==> config.mk <==
export PLATFORM = sky130hd
export DESIGN_NAME = quad_decoder_flat
export DESIGN_NICKNAME = d
export VERILOG_FILES = /design/src/rtl/quad_decoder_pkg.sv /design/src/rtl/quad_decoder_if.sv /design/src/rtl/quad_decoder_sync.sv /design/src/rtl/quad_decoder.sv /design/src/flat_wrapper.sv
export SDC_FILE = /design/constraint.sdc
export NUM_CORES = 1
export LEC_CHECK = 0
export CAP_MARGIN = 20
export CORE_MARGIN = 5
export CORE_UTILIZATION = 45
export DETAILED_ROUTE_END_ITERATION = 12
export DONT_BUFFER_PORTS = 1
export GPL_TIMING_DRIVEN = 0
export PLACE_DENSITY = 0.66
export SYNTH_ARGS = -nofsm -noshare
export SYNTH_HDL_FRONTEND = slang
export SYNTH_SLANG_ARGS = --single-unit
==> constraint.sdc <==
create_clock -name clk -period 2.6 [get_ports clk]
set_input_delay 0.26 -clock clk [delete_from_list [all_inputs] [get_ports clk]]
set_output_delay 0.26 -clock clk [all_outputs]
set_load 0.01 [all_outputs]
==> src/rtl/quad_decoder_pkg.sv <==
// Shared definitions for the quadrature decoder.
//   phase_t    : the four Gray phases of the {A,B} pair
//   quad_dir_t : per-cycle decode result {valid, up, illegal}
//   DIR_UP/DIR_DN : encoding of the u_d output
//   quad_dir() : classify a transition between two phases
package quad_pkg;

    typedef enum logic [1:0] {
        PH00 = 2'b00,
        PH01 = 2'b01,
        PH11 = 2'b11,
        PH10 = 2'b10
    } phase_t;

    localparam logic DIR_UP = 1'b1;
    localparam logic DIR_DN = 1'b0;

    typedef struct packed {
        logic valid;
        logic up;
        logic illegal;
    } quad_dir_t;

    // Forward neighbour of {a,b} is {b,~a}; reverse neighbour is {~b,a}.
    function automatic quad_dir_t quad_dir(input logic [1:0] prev, input logic [1:0] cur);
        quad_dir_t r;
        logic fwd;
        logic rev;
        fwd       = (cur == {prev[0], ~prev[1]});
        rev       = (cur == {~prev[0], prev[1]});
        r.valid   = fwd | rev;
        r.up      = fwd;
        r.illegal = ((prev ^ cur) == 2'b11);
        return r;
    endfunction

endpackage

==> src/rtl/quad_decoder_if.sv <==
// Encoder/counter bundle for quad_decoder.
//   a_in, b_in : encoder phases (asynchronous)
//   en, clr    : count enable, synchronous clear
//   q          : position count (WIDTH bits)
//   u_d, step, err : direction, step pulse, sticky illegal flag
// master drives the encoder/control side; slave is the decoder.
interface quad_decoder_if #(
    parameter int WIDTH = 4
);
    logic             a_in;
    logic             b_in;
    logic             en;
    logic             clr;
    logic [WIDTH-1:0] q;
    logic             u_d;
    logic             step;
    logic             err;

    modport master (
        output a_in, b_in, en, clr,
        input  q, u_d, step, err
    );

    modport slave (
        input  a_in, b_in, en, clr,
        output q, u_d, step, err
    );
endinterface

==> src/rtl/quad_decoder_sync.sv <==
// Single-bit multi-flop synchroniser with asynchronous active-low reset.
//   clk, rst_n : clock and reset (flops reset to 0)
//   d          : asynchronous input
//   q          : synchronised output, STAGES clocks later
module sync_ff #(
    parameter int STAGES = 2
) (
    input  logic clk,
    input  logic rst_n,
    input  logic d,
    output logic q
);
    logic [STAGES-1:0] chain;

    always_ff @(posedge clk or negedge rst_n) begin
        if (!rst_n) begin
            chain <= '0;
        end else begin
            chain <= {chain[STAGES-2:0], d};
        end
    end

    assign q = chain[STAGES-1];
endmodule

==> src/rtl/quad_decoder.sv <==
// Quadrature decoder with wrap-around up/down position counter.
//   clk, rst_n : system clock, asynchronous active-low reset
//   bus        : quad_decoder_if.slave (a_in/b_in/en/clr in; q/u_d/step/err out)
// The FSM holds the last accepted phase; every change of the synchronised
// pair is accepted (illegal jumps resynchronise the FSM but are not counted).
module quad_decoder
    import quad_pkg::*;
#(
    parameter int WIDTH       = 4,
    parameter int SYNC_STAGES = 2
) (
    input  logic          clk,
    input  logic          rst_n,
    quad_decoder_if.slave bus
);
    localparam logic [WIDTH-1:0] ONE = WIDTH'(1);

    logic             a_s;
    logic             b_s;
    logic [1:0]       ab;
    phase_t           state_q;
    phase_t           state_d;
    quad_dir_t        dir;
    logic [WIDTH-1:0] q_r;
    logic             u_d_r;
    logic             step_r;
    logic             err_r;

    sync_ff #(.STAGES(SYNC_STAGES)) u_sync_a (
        .clk   (clk),
        .rst_n (rst_n),
        .d     (bus.a_in),
        .q     (a_s)
    );

    sync_ff #(.STAGES(SYNC_STAGES)) u_sync_b (
        .clk   (clk),
        .rst_n (rst_n),
        .d     (bus.b_in),
        .q     (b_s)
    );

    assign ab = {a_s, b_s};

    always_ff @(posedge clk or negedge rst_n) begin
        if (!rst_n) begin
            state_q <= PH00;
        end else begin
            state_q <= state_d;
        end
    end

    always_comb begin
        state_d = state_q;
        dir     = quad_dir(state_q, ab);
        if (ab != state_q) begin
            state_d = phase_t'(ab);
        end
    end

    // clr overrides both a coincident count and a coincident illegal flag.
    always_ff @(posedge clk or negedge rst_n) begin
        if (!rst_n) begin
            q_r    <= '0;
            u_d_r  <= DIR_UP;
            step_r <= 1'b0;
            err_r  <= 1'b0;
        end else begin
            step_r <= dir.valid;
            if (dir.valid) begin
                u_d_r <= dir.up ? DIR_UP : DIR_DN;
            end
            if (bus.clr) begin
                q_r   <= '0;
                err_r <= 1'b0;
            end else begin
                if (bus.en && dir.valid) begin
                    q_r <= dir.up ? (q_r + ONE) : (q_r - ONE);
                end
                if (dir.illegal) begin
                    err_r <= 1'b1;
                end
            end
        end
    end

    assign bus.q    = q_r;
    assign bus.u_d  = u_d_r;
    assign bus.step = step_r;
    assign bus.err  = err_r;
endmodule

==> src/flat_wrapper.sv <==
// flat-port wrapper written by rule: the top's interface ports become plain ports
module quad_decoder_flat import quad_pkg::*;
#(
    parameter int WIDTH       = 4,
    parameter int SYNC_STAGES = 2
)
  (clk, rst_n, bus_a_in, bus_b_in, bus_en, bus_clr, bus_q, bus_u_d, bus_step, bus_err);
  quad_decoder_if #(.WIDTH(WIDTH)) bus_i ();
  input  logic clk;
  input  logic rst_n;
  input wire logic [$bits(bus_i.a_in)-1:0] bus_a_in;
  input wire logic [$bits(bus_i.b_in)-1:0] bus_b_in;
  input wire logic [$bits(bus_i.en)-1:0] bus_en;
  input wire logic [$bits(bus_i.clr)-1:0] bus_clr;
  output wire logic [$bits(bus_i.q)-1:0] bus_q;
  output wire logic [$bits(bus_i.u_d)-1:0] bus_u_d;
  output wire logic [$bits(bus_i.step)-1:0] bus_step;
  output wire logic [$bits(bus_i.err)-1:0] bus_err;
  assign bus_i.a_in = bus_a_in;
  assign bus_i.b_in = bus_b_in;
  assign bus_i.en = bus_en;
  assign bus_i.clr = bus_clr;
  assign bus_q = bus_i.q;
  assign bus_u_d = bus_i.u_d;
  assign bus_step = bus_i.step;
  assign bus_err = bus_i.err;
  quad_decoder #(.WIDTH(WIDTH), .SYNC_STAGES(SYNC_STAGES)) u_core (.clk(clk), .rst_n(rst_n), .bus(bus_i));
endmodule
==> metrics, run 1 <==
result of the run completed; Logic pwr share around 20%; core utilization of the finished layout 52.9%; pin count of the biggest net entering global routing 14; Synth Area in XOR/XNOR 12.4%; CTS H-tree lvls 1; most frequently used cell type in the post-synthesis netlist dfrtp_1; initial DRC count 4; initial cell density of the core a little under half; minimum clock period between 2 and 2.5 ns; total die area 0.00217 sq mm; achievable frequency approximately 410 MHz; drt pass-1 iters 3; largest fanout on the critical path 5; Clk pwr share between 20% and 30%; total negative slack 0 ns; post-DR wirelength/cell 12.5 um; Largest delay share family, worst path compound AO/OA/AOI/OAI gates; total length of routed wires slightly above 900 um; largest stage delay on the critical path approximately 0.42 ns; Worst Path Arrival 2.61 ns; Switching Share between 20 and 30%; global-route wire length before repair between 1.5 and 2 mm; unique cell type count in the Yosys netlist 23; internal power component 326 uW; ant diodes 0; number of max-cap violations 0; Leak Pwr a little over 0.0003 uW; number of fillers in the final layout 118; area fraction of the dominant cell type after synthesis between 40% and 50%; total number of vias roughly 380; Hold Fails Final Rpt 0; clock transition at the registers of the reported paths 0.08 ns; final clock skew between 0.004 and 0.005 ns; Detailed Place HPWL around 700 um; RSZ-0062 raised after global routing no; final setup violating endpoints 0; critical path start-end classification flip-flop to flip-flop; Compound-Gate Fraction of Synth Area a little over an eighth; Final nets a little under 70; kind of start point of the critical path flip-flop; commonest register cell after synthesis dfrtp_1; detail-routed via count per cell between 5 and 6; weighted congestion at the end of routability-driven global placement between 0.6 and 0.7; number of buffers inserted during clock tree synthesis 3; CTS root buffer clkbuf_4; number of gates resized after cts 0; number of antenna violations at the first check in global routing 0; post-synthesis share of cell area spent on full adders, half adders and majority gates ~7.5%; power per unit of standard cell area 683 mW/mm^2; CTS tree yes; Max-slew headroom between 60% and 70%; Slowest cell on crit path dfrtp_1; remaining design rule violation count 0; sequential group share of total power a little over half; remaining global-route overflow 0; Num Clock Sinks 13; Critical Path RT roughly 2.8 ns; transition time at the pin with the least slew margin ~0.55 ns; post-synth top area cell dfrtp_1; count of buffering cells on the critical path with inverters included 0; synthesis-to-finish area growth 12.7%; vias in the first global route 360; Max Root-Sink Buffers 2; die boundary width 46.6 um; number of input and output port buffers inserted 0; Area contributors post-synth dfrtp_1 (50%), xor2_2 (5.4%), a21oi_1 (5.0%); mux cell area share after synthesis between 1.5 and 2%; Synth Net Count 60; worst-skew pair later-pin latency roughly 0.27 ns; combinational family with the most area after synthesis compound AO/OA/AOI/OAI gates; floorplan core area between 0.001 and 0.0015 sq mm; floorplan row count 13; ordered list of cells on the worst path xor2_2 -> or2_2 -> ha_1 -> a21oi_1 -> a211o_1 -> a211oi_1 -> mux2_1; synthesis-stage register bit count 13; EDFF count, synth 0; Gate Count Post-Synth around 50; Yosys warnings 0; Chip Height between 40 and 50 um; simple-gate share of the synthesized area slightly below 6%; NetSw around 140 uW; fin. max-slew vios 0; ys async rst share 100%; Synth top cells by count dfrtp_1 (12), a21oi_1 (6), inv_1 (5); GRT Overall Usage about a tenth; highest ir drop seen on vdd approximately 0.0003 V; worst hold path class input pin to flip-flop; share of synthesized area occupied by flip-flops and latches a little over half; Setup crit end kind flip-flop; layout cells sized above 1 ~17%; I/O pin total 13; fraction of the cycle the final worst path needs between 90% and 100%; remaining number of nets flagged by the antenna check after routing 0; mean post-synth cell area ~12 sq um; area of the mapped netlist around 600 sq um
-- metrics by stage --
step | area, sq um | instances | setup slack (ns) | hold WS (ns) | power [uW]
2_1_floorplan | 603 | 51 | 0.308 | -0.0356 | 325
3_3_place_gp | 622 | 66 | 0.177 | -0.0353 | 341
3_5_place_dp | 622 | 66 | 0.163 | -0.0353 | 342
4_1_cts | 659 | 71 | 0.149 | 0.00247 | 469
5_1_grt | 679 | 73 | 0.0376 | 0.0232 | 502
6_report | 679 | 73 | 0.148 | 0.0455 | 464
-- power by group through the flow --
stage                     Clock (uW)  Combinational, uW  Sequential (uW)
after floorplan                    0               72.9              252
after global placement             0               83.6              257
after detailed placement           0               84.7              257
after CTS                        125               90.9              253
after global routing             138                108              256
final                            120               92.1              252
-- worst reg2reg max path, stage by stage (launching register included) --
cell	delay, ns
dfrtp_1	0.42
xor2_2	0.23
or2_2	0.34
ha_1	0.34
a21oi_1	0.10
a211o_1	0.30
a211oi_1	0.27
mux2_1	0.35
-- worst paths after layout --
kind / start / endpoint / slack, ns / cells after the start
worst min-delay path: bus_clr / u_core.bus.err$_DFFE_PN0P_ / 0.05 / 1
worst max register to register: u_core.state_q[0]$_DFFE_PN0P_ / u_core.bus.q[3]$_DFFE_PN0P_ / 0.15 / 7
min in group asynchronous: rst_n / u_core.bus.err$_DFFE_PN0P_ / 0.41 / 1
worst max-delay path: u_core.state_q[0]$_DFFE_PN0P_ / u_core.bus.q[3]$_DFFE_PN0P_ / 0.15 / 7
worst min register to register: u_core.u_sync_a.chain[0]$_DFF_PN0_ / u_core.u_sync_a.chain[1]$_DFF_PN0_ / 0.36 / 0
max in group asynchronous: rst_n / u_core.bus.u_d$_DFFE_PN1N_ / 1.83 / 1
-- final cells by class --
class	count	area (sq um)	area share (%)
timing repair buffer	3	30.0	4.42
buffer	2	7.51	1.10
inverter	6	22.5	3.31
clock inverter	1	5.00	0.737
clock buffer	3	22.5	3.31
tap	15	18.8	2.76
multi-input combinational	30	246	36.3
sequential	13	327	48.1
-- metal layers --
| metal | vias up | share of wire, % | GRT usage (%) |
|---|---|---|---|
| li1 | 181 | - | - |
| met1 | 189 | 46 | 14.4 |
| met2 | 7 | 48 | 14.6 |
| met3 | 2 | 4.7 | 3.91 |
| met4 | 0 | 1.3 | 4.97 |
| met5 | - | 0 | 0 |
-- cell usage in the layout (no fill, tap or decap), types with 2 or more instances in the layout --
cell type / instances
nand3_1: 3
a21oi_1: 6
dlygate4sd3_1: 3
ha_1: 2
inv_1: 5
xor2_2: 2
nor2_1: 2
dfrtp_1: 12
clkbuf_4: 3
clkbuf_1: 2
o21ai_0: 2
xor2_1: 2
-- state kept, by name, indices dropped and copies added, names as in the netlist --
signal / count
u_core.bus.err: 1
u_core.bus.step: 1
u_core.u_sync_a.chain: 2
u_core.bus.u_d: 1
u_core.bus.q: 4
u_core.state_q: 2
u_core.u_sync_b.chain: 2
-- repair_timing --
action	in CTS	in global routing
setup buffers	0	0
hold endpoints to repair	13	2
hold buffers	1	2
-- cell families after synthesis --
group / Yosys count
muxes: 1
DFF: 13
buffers and inverters: 8
AOI/OAI and AO/OA: 13
and+or+nand+nor: 7
xor gates and xnor gates: 6
adders and majority gates: 3
(Power assumes the default switching activity.)
==> inputs of run 2 (changes only) <==
==> constraint.sdc (replaced) <==
create_clock -name clk -period 2.6 [get_ports clk]
set_input_delay 0.13 -clock clk [delete_from_list [all_inputs] [get_ports clk]]
set_output_delay 0.13 -clock clk [all_outputs]
set_load 0.01 [all_outputs]
==> run 2 against run 1 <==
Against the previous run:
- setup slack gained 0.0072 ns
- combinational power up 3.5%
- via count decreased by 0.26%
- routed wire length increased by 3.0%
- die area unchanged
- cell area is 2.9% higher
- first-iteration DRC count unchanged
- critical path type unchanged
- highest routed layer unchanged
==> metrics, run 2 (synthesized netlist as in run 1, its figures left out) <==
result of the run completed; largest stage delay on the critical path 0.42 ns (about the same); power per unit of standard cell area 666 mW/mm^2 (-2.6%); pin count of the biggest net entering global routing 14 (unchanged); CTS H-tree lvls 1 (unchanged); final setup violating endpoints 0 (unchanged); ant diodes 0 (unchanged); Num Clock Sinks 13 (unchanged); peak-usage layer in the global routing report met2; worst hold path class input pin to flip-flop; die boundary width 46.6 um (unchanged); Hold Fails Final Rpt 0 (unchanged); number of buffers inserted during clock tree synthesis 3 (unchanged); most frequent standard cell in the layout excluding fill and tap cells dfrtp_1; met1 Resource Use GR 15.4% (+0.98 points); detail-routed via count per cell 5.04 (-2.9%); total number of vias 378 (-0.26%); total die area 0.00217 sq mm (unchanged); fraction of the cycle the final worst path needs 94.0% (-0.28 points); vias in the first global route 379 (+5.3%); kind of start point of the critical path flip-flop; Max Root-Sink Buffers 2 (unchanged); number of max-cap violations 0 (unchanged); core utilization of the finished layout 54.4% (+1.6 points); clock transition at the registers of the reported paths 0.08 ns (about the same); count of buffering cells on the critical path with inverters included 0 (unchanged); achievable frequency 409 MHz (+0.29%); max FFs per register 4 (unchanged); layout cells sized above 1 16.7% (-0.57 points); Worst Path Arrival 2.60 ns (about the same); most frequent cells in the layout dfrtp_1 (12), a21oi_1 (6), inv_1 (5), dlygate4sd3_1 (5); CTS root buffer clkbuf_4; transition time at the pin with the least slew margin 0.545 ns (-0.00155 ns); total negative slack 0 ns (unchanged); global-route wire length before repair 1.66 mm (+6.7%); minimum clock period 2.44 ns (-0.00720 ns); routing usage on met3 3.91% (unchanged); Leak Pwr 0.000312 uW (+2.8%); total length of routed wires 941 um (+3.0%); Largest delay share family, worst path compound AO/OA/AOI/OAI gates; highest ir drop seen on vdd 0.000305 V (+0.23%); Max-slew headroom 63.5% (+0.10 points); largest fanout on the critical path 5 (unchanged); Detailed Place HPWL 696 um (unchanged); Setup crit end kind flip-flop; worst-skew pair later-pin latency 0.27 ns (about the same); remaining number of nets flagged by the antenna check after routing 0 (unchanged); floorplan row count 13 (unchanged); I/O pin total 13 (unchanged); floorplan core area 0.00128 sq mm (unchanged); RSZ-0062 raised after global routing no; remaining global-route overflow 0 (unchanged); final clock skew 0.00595 ns (+0.00161 ns); weighted congestion at the end of routability-driven global placement 0.646 (unchanged); Final nets 70 (+2.9%); R2R setup slack 0.16 ns (about the same); fin. max-slew vios 0 (unchanged); drt pass-1 iters 3 (unchanged); Chip Height 46.6 um (unchanged); remaining design rule violation count 0 (unchanged); post-DR wirelength/cell 12.5 um (+0.21%); Critical Path RT 2.75 ns (about the same); initial DRC count 4 (unchanged); number of antenna violations at the first check in global routing 0 (unchanged); met2 Usage GRT 15.7% (+1.1 points); synthesis-to-finish area growth 16.0%; critical path start-end classification flip-flop to flip-flop; ordered list of cells on the worst path xor2_2 -> or2_2 -> ha_1 -> a21oi_1 -> a211o_1 -> a211oi_1 -> mux2_1; initial cell density of the core 46.9% (unchanged); Design Power 465 uW (+0.32%); Slowest cell on crit path dfrtp_1; CTS tree yes; GRT Overall Usage 11.2% (+0.64 points); number of input and output port buffers inserted 0 (unchanged)
==> run 2: cell count changes in the layout (fill, tap and decap cells not counted), sizes merged <==
cell	previous run	this run
dlygate4sd3	3	5
==> run 2: routing by layer <==
metal  share of wire, %  vias to the layer above  routed length (um)
met5                  0                        -                   0
met4                1.3                        0                  12
met3                4.5                        2                  42
met2                 48                        5                 450
met1                 46                      185                 435
li1                   -                      186                   -
==> run 2: metrics by stage <==
stage,instances,hold slack (ns),setup slack (ns),instance area [sq um]
2_1_floorplan,51,-0.166,0.308,603
6_report,75,0.0146,0.155,699
3_3_place_gp,66,-0.165,0.177,622
5_1_grt,75,0.0113,0.0376,699
4_1_cts,75,0.00714,0.149,699
3_5_place_dp,66,-0.165,0.163,622
==> run 2: power by group <==
part           switching (uW)  internal (uW)  total (uW)
Combinational            50.4           44.9        95.3
Sequential               26.2            226         252
Clock                    61.3           56.8         118
==> run 2: layout make-up <==
| type | count | area, sq um |
|---|---|---|
| Buffer | 2 | 7.51 |
| Multi-Input combinational cell | 30 | 246 |
| Inverter | 6 | 22.5 |
| Tap cell | 15 | 18.8 |
| Clock inverter | 1 | 5.00 |
| Fill cell | 116 | 586 |
| Sequential cell | 13 | 327 |
| Clock buffer | 3 | 22.5 |
| Timing Repair Buffer | 5 | 50.0 |
==> run 2: timing repair <==
item | 4_1_cts | 5_1_grt
endpoints found under the hold margin | 19 | 0
gates resized for setup | 0 | 0
hold buffers | 5 | 0
buffers inserted | 0 | 0
==> run 2: path summary, 6_finish.rpt <==
check | start | end | cells past startpoint
max | u_core.state_q[0]$_DFFE_PN0P_ | u_core.bus.q[3]$_DFFE_PN0P_ | 7
min | bus_en | u_core.bus.q[2]$_DFFE_PN0P_ | 2
max reg2reg | u_core.state_q[0]$_DFFE_PN0P_ | u_core.bus.q[3]$_DFFE_PN0P_ | 7
min reg2reg | u_core.u_sync_a.chain[0]$_DFF_PN0_ | u_core.u_sync_a.chain[1]$_DFF_PN0_ | 0
max in group asynchronous | rst_n | u_core.bus.q[1]$_DFFE_PN0P_ | 1
min in group asynchronous | rst_n | u_core.bus.err$_DFFE_PN0P_ | 1
==> inputs of run 3 (changes only) <==
--- a/config.mk
+++ b/config.mk
@@ -5,12 +5,10 @@
 export SDC_FILE = /design/constraint.sdc
 export NUM_CORES = 1
 export LEC_CHECK = 0
-export CAP_MARGIN = 20
 export CORE_MARGIN = 5
 export CORE_UTILIZATION = 45
 export DETAILED_ROUTE_END_ITERATION = 12
 export DONT_BUFFER_PORTS = 1
-export GPL_TIMING_DRIVEN = 0
 export PLACE_DENSITY = 0.66
 export SYNTH_ARGS = -nofsm -noshare
 export SYNTH_HDL_FRONTEND = slang
==> run 3 against run 2 <==
Against the previous run:
- setup slack gained 0.069 ns
- non-clock buffer count is the same
- cell count is the same
- sequential power is essentially flat
- highest routed layer unchanged
- register-to-register slack gained 0.07 ns
- sequential share of layout area shrank 0.50 points
- worst hold slack gained 0.0011 ns
- core utilization grew 0.58 points
- routed wire length grew 8.2%
- die area is the same
- critical endpoint unchanged
==> metrics, run 3 (synthesized netlist as in run 1, its figures left out) <==
Largest delay share family, worst path compound AO/OA/AOI/OAI gates; kind of start point of the critical path flip-flop; number of fillers in the final layout 116 (unchanged); Leak Pwr 0.000319 uW (+2.3%); number of input and output port buffers inserted 0 (unchanged); CTS tree yes; GRT Overall Usage 12.2% (+1.0 points); worst min-delay path endpoint u_core.bus.q[2]$_DFFE_PN0P_; power per unit of standard cell area 669 mW/mm^2 (+0.53%); total negative slack 0 ns (unchanged); Max-slew headroom 62.3% (-1.2 points); Worst Path Arrival 2.53 ns (-0.07 ns); vias in the first global route 393 (+3.7%); I/O pin total 13 (unchanged); cell total after placement 66 (unchanged); largest fanout on the critical path 3 (-2); result of the run completed; Setup crit end kind flip-flop; weighted congestion at the end of routability-driven global placement 0.637 (-1.4%); final setup violating endpoints 0 (unchanged); largest stage delay on the critical path 0.42 ns (about the same); remaining global-route overflow 0 (unchanged); Chip Height 46.6 um (unchanged); Reg-to-Reg End u_core.bus.q[3]$_DFFE_PN0P_; worst-skew pair later-pin latency 0.27 ns (about the same); floorplan row count 13 (unchanged); RSZ-0062 raised after global routing no; number of antenna violations at the first check in global routing 0 (unchanged); number of max-cap violations 0 (unchanged); total number of vias 394 (+4.2%); Logic pwr share 21.2% (+0.7 points); Detailed Place HPWL 795 um (+14%); final clock skew 0.00327 ns (-0.00268 ns); Final nets 70 (unchanged); initial DRC count 1 (-3); detail-routed via count per cell 5.25 (+4.2%); Critical Path RT 2.76 ns (about the same); post-layout instance count excluding filler cells 75 (unchanged); CTS root buffer clkbuf_4; fraction of the cycle the final worst path needs 91.4% (-2.7 points); pin count of the biggest net entering global routing 14 (unchanged); clock transition at the registers of the reported paths 0.08 ns (about the same); minimum clock period 2.38 ns (-0.0690 ns); drt pass-1 iters 2 (-1); ant diodes 0 (unchanged); Switching Share 30.0% (+0.37 points); remaining number of nets flagged by the antenna check after routing 0 (unchanged); transition time at the pin with the least slew margin 0.563 ns (+0.0178 ns); post-placement setup slack 0.226 ns (+0.0633 ns); R2R setup slack 0.22 ns (+0.07 ns); fin. max-slew vios 0 (unchanged); global-route wire length before repair 1.75 mm (+5.8%); Hold Fails Final Rpt 0 (unchanged); synthesis-to-finish area growth 17.2%; sequential group share of total power 53.4% (-0.8 points); Clk pwr share 25.4% (about the same); CTS H-tree lvls 1 (unchanged); depth of the worst register-to-register path 7 (unchanged); max FFs per register 4 (unchanged); die boundary width 46.6 um (unchanged); smallest setup slack after layout 0.224 ns (+0.0690 ns); achievable frequency 421 MHz (+2.9%); initial cell density of the core 46.9% (unchanged); Max Root-Sink Buffers 2 (unchanged); remaining design rule violation count 0 (unchanged); most frequent standard cell in the layout excluding fill and tap cells dfrtp_1; post-DR wirelength/cell 13.6 um (+8.2%); Num Clock Sinks 13 (unchanged); most frequent cells in the layout dfrtp_1 (12), a21oi_1 (6), inv_1 (5), dlygate4sd3_1 (5); NetSw 142 uW (+2.9%); source of the worst hold timing path bus_en; highest ir drop seen on vdd 0.000394 V (+29%); launching instance or port of the critical path u_core.state_q[0]$_DFFE_PN0P_; number of buffers inserted during clock tree synthesis 3 (unchanged); critical path start-end classification flip-flop to flip-flop; layout cells sized above 1 20.0% (+3.3 points); total length of routed wires 1.02 mm (+8.2%); Slowest cell on crit path dfrtp_1; worst reg2reg startpoint u_core.state_q[0]$_DFFE_PN0P_; worst hold path class input pin to flip-flop; count of buffering cells on the critical path with inverters included 0 (unchanged); floorplan core area 0.00128 sq mm (unchanged); depth of the worst hold-timing path 2 (unchanged); ordered list of cells on the worst path xor2_2 -> or2_2 -> ha_1 -> a21oi_1 -> a211o_1 -> a211oi_1 -> mux2_1; number of gates resized after cts 0 (unchanged); internal power component 331 uW (+1.1%); total die area 0.00217 sq mm (unchanged)
[run 3: timing repair]
| item | in CTS | in global routing |
|---|---|---|
| hold buffers | 5 | 0 |
| hold endpoints to repair | 19 | 0 |
| buffers inserted | 0 | 0 |
[run 3: through the flow]
step           power, uW  util, %  area, sq um  hold slack [ns]
6_report             473     55.0          707           0.0156
5_1_grt              504     55.0          707          0.00816
4_1_cts              481     55.0          707          0.00546
3_5_place_dp         348     49.0          629           -0.165
3_3_place_gp         345     49.0          629           -0.165
2_1_floorplan        325        -          603           -0.166
[run 3: power groups by stage]
stage	registers [uW]	clock network (uW)	logic, uW
floorplan	252	0	72.9
global route	256	135	113
global placement	257	0	87.8
detailed placement	258	0	90.1
finish	253	120	100
CTS	254	125	101
[run 3: per-layer routing]
| layer | vias to the layer above | global-route usage [%] | routed length, um |
|---|---|---|---|
| li1 | 188 | - | - |
| met1 | 199 | 15.0 | 453 |
| met2 | 5 | 17.0 | 501 |
| met3 | 2 | 3.91 | 44 |
| met4 | 0 | 9.94 | 17 |
| met5 | - | 0 | 0 |
[run 3: final cells by class]
cell class | count | area (sq um) | share of cell area (%)
Clock buffer | 3 | 22.5 | 3.19
Sequential cell | 13 | 327 | 46.2
Multi-Input combinational cell | 30 | 246 | 34.9
Timing Repair Buffer | 7 | 65.1 | 9.20
Inverter | 6 | 22.5 | 3.19
Clock inverter | 1 | 5.00 | 0.708
Tap cell | 15 | 18.8 | 2.65
[run 3: worst max path at each step]
| stage | depth (start not counted) | slack, ns | end |
|---|---|---|---|
| 2_1_floorplan | 7 | 0.31 | u_core.bus.q[3]$_DFFE_PN0P_ |
| 6_report | 7 | 0.22 | u_core.bus.q[3]$_DFFE_PN0P_ |
| 5_1_grt | 7 | 0.10 | u_core.bus.q[3]$_DFFE_PN0P_ |
| 3_3_place_gp | 7 | 0.28 | u_core.bus.q[3]$_DFFE_PN0P_ |
| 3_5_place_dp | 7 | 0.23 | u_core.bus.q[3]$_DFFE_PN0P_ |
| 4_1_cts | 7 | 0.20 | u_core.bus.q[3]$_DFFE_PN0P_ |
[run 3: worst register-to-register path, cell delays in order, from the launching register on]
cell and delay, ns:
dfrtp_1 0.42, xor2_2 0.19, or2_2 0.33, ha_1 0.33, a21oi_1 0.10, a211o_1 0.30
a211oi_1 0.25, mux2_1 0.35
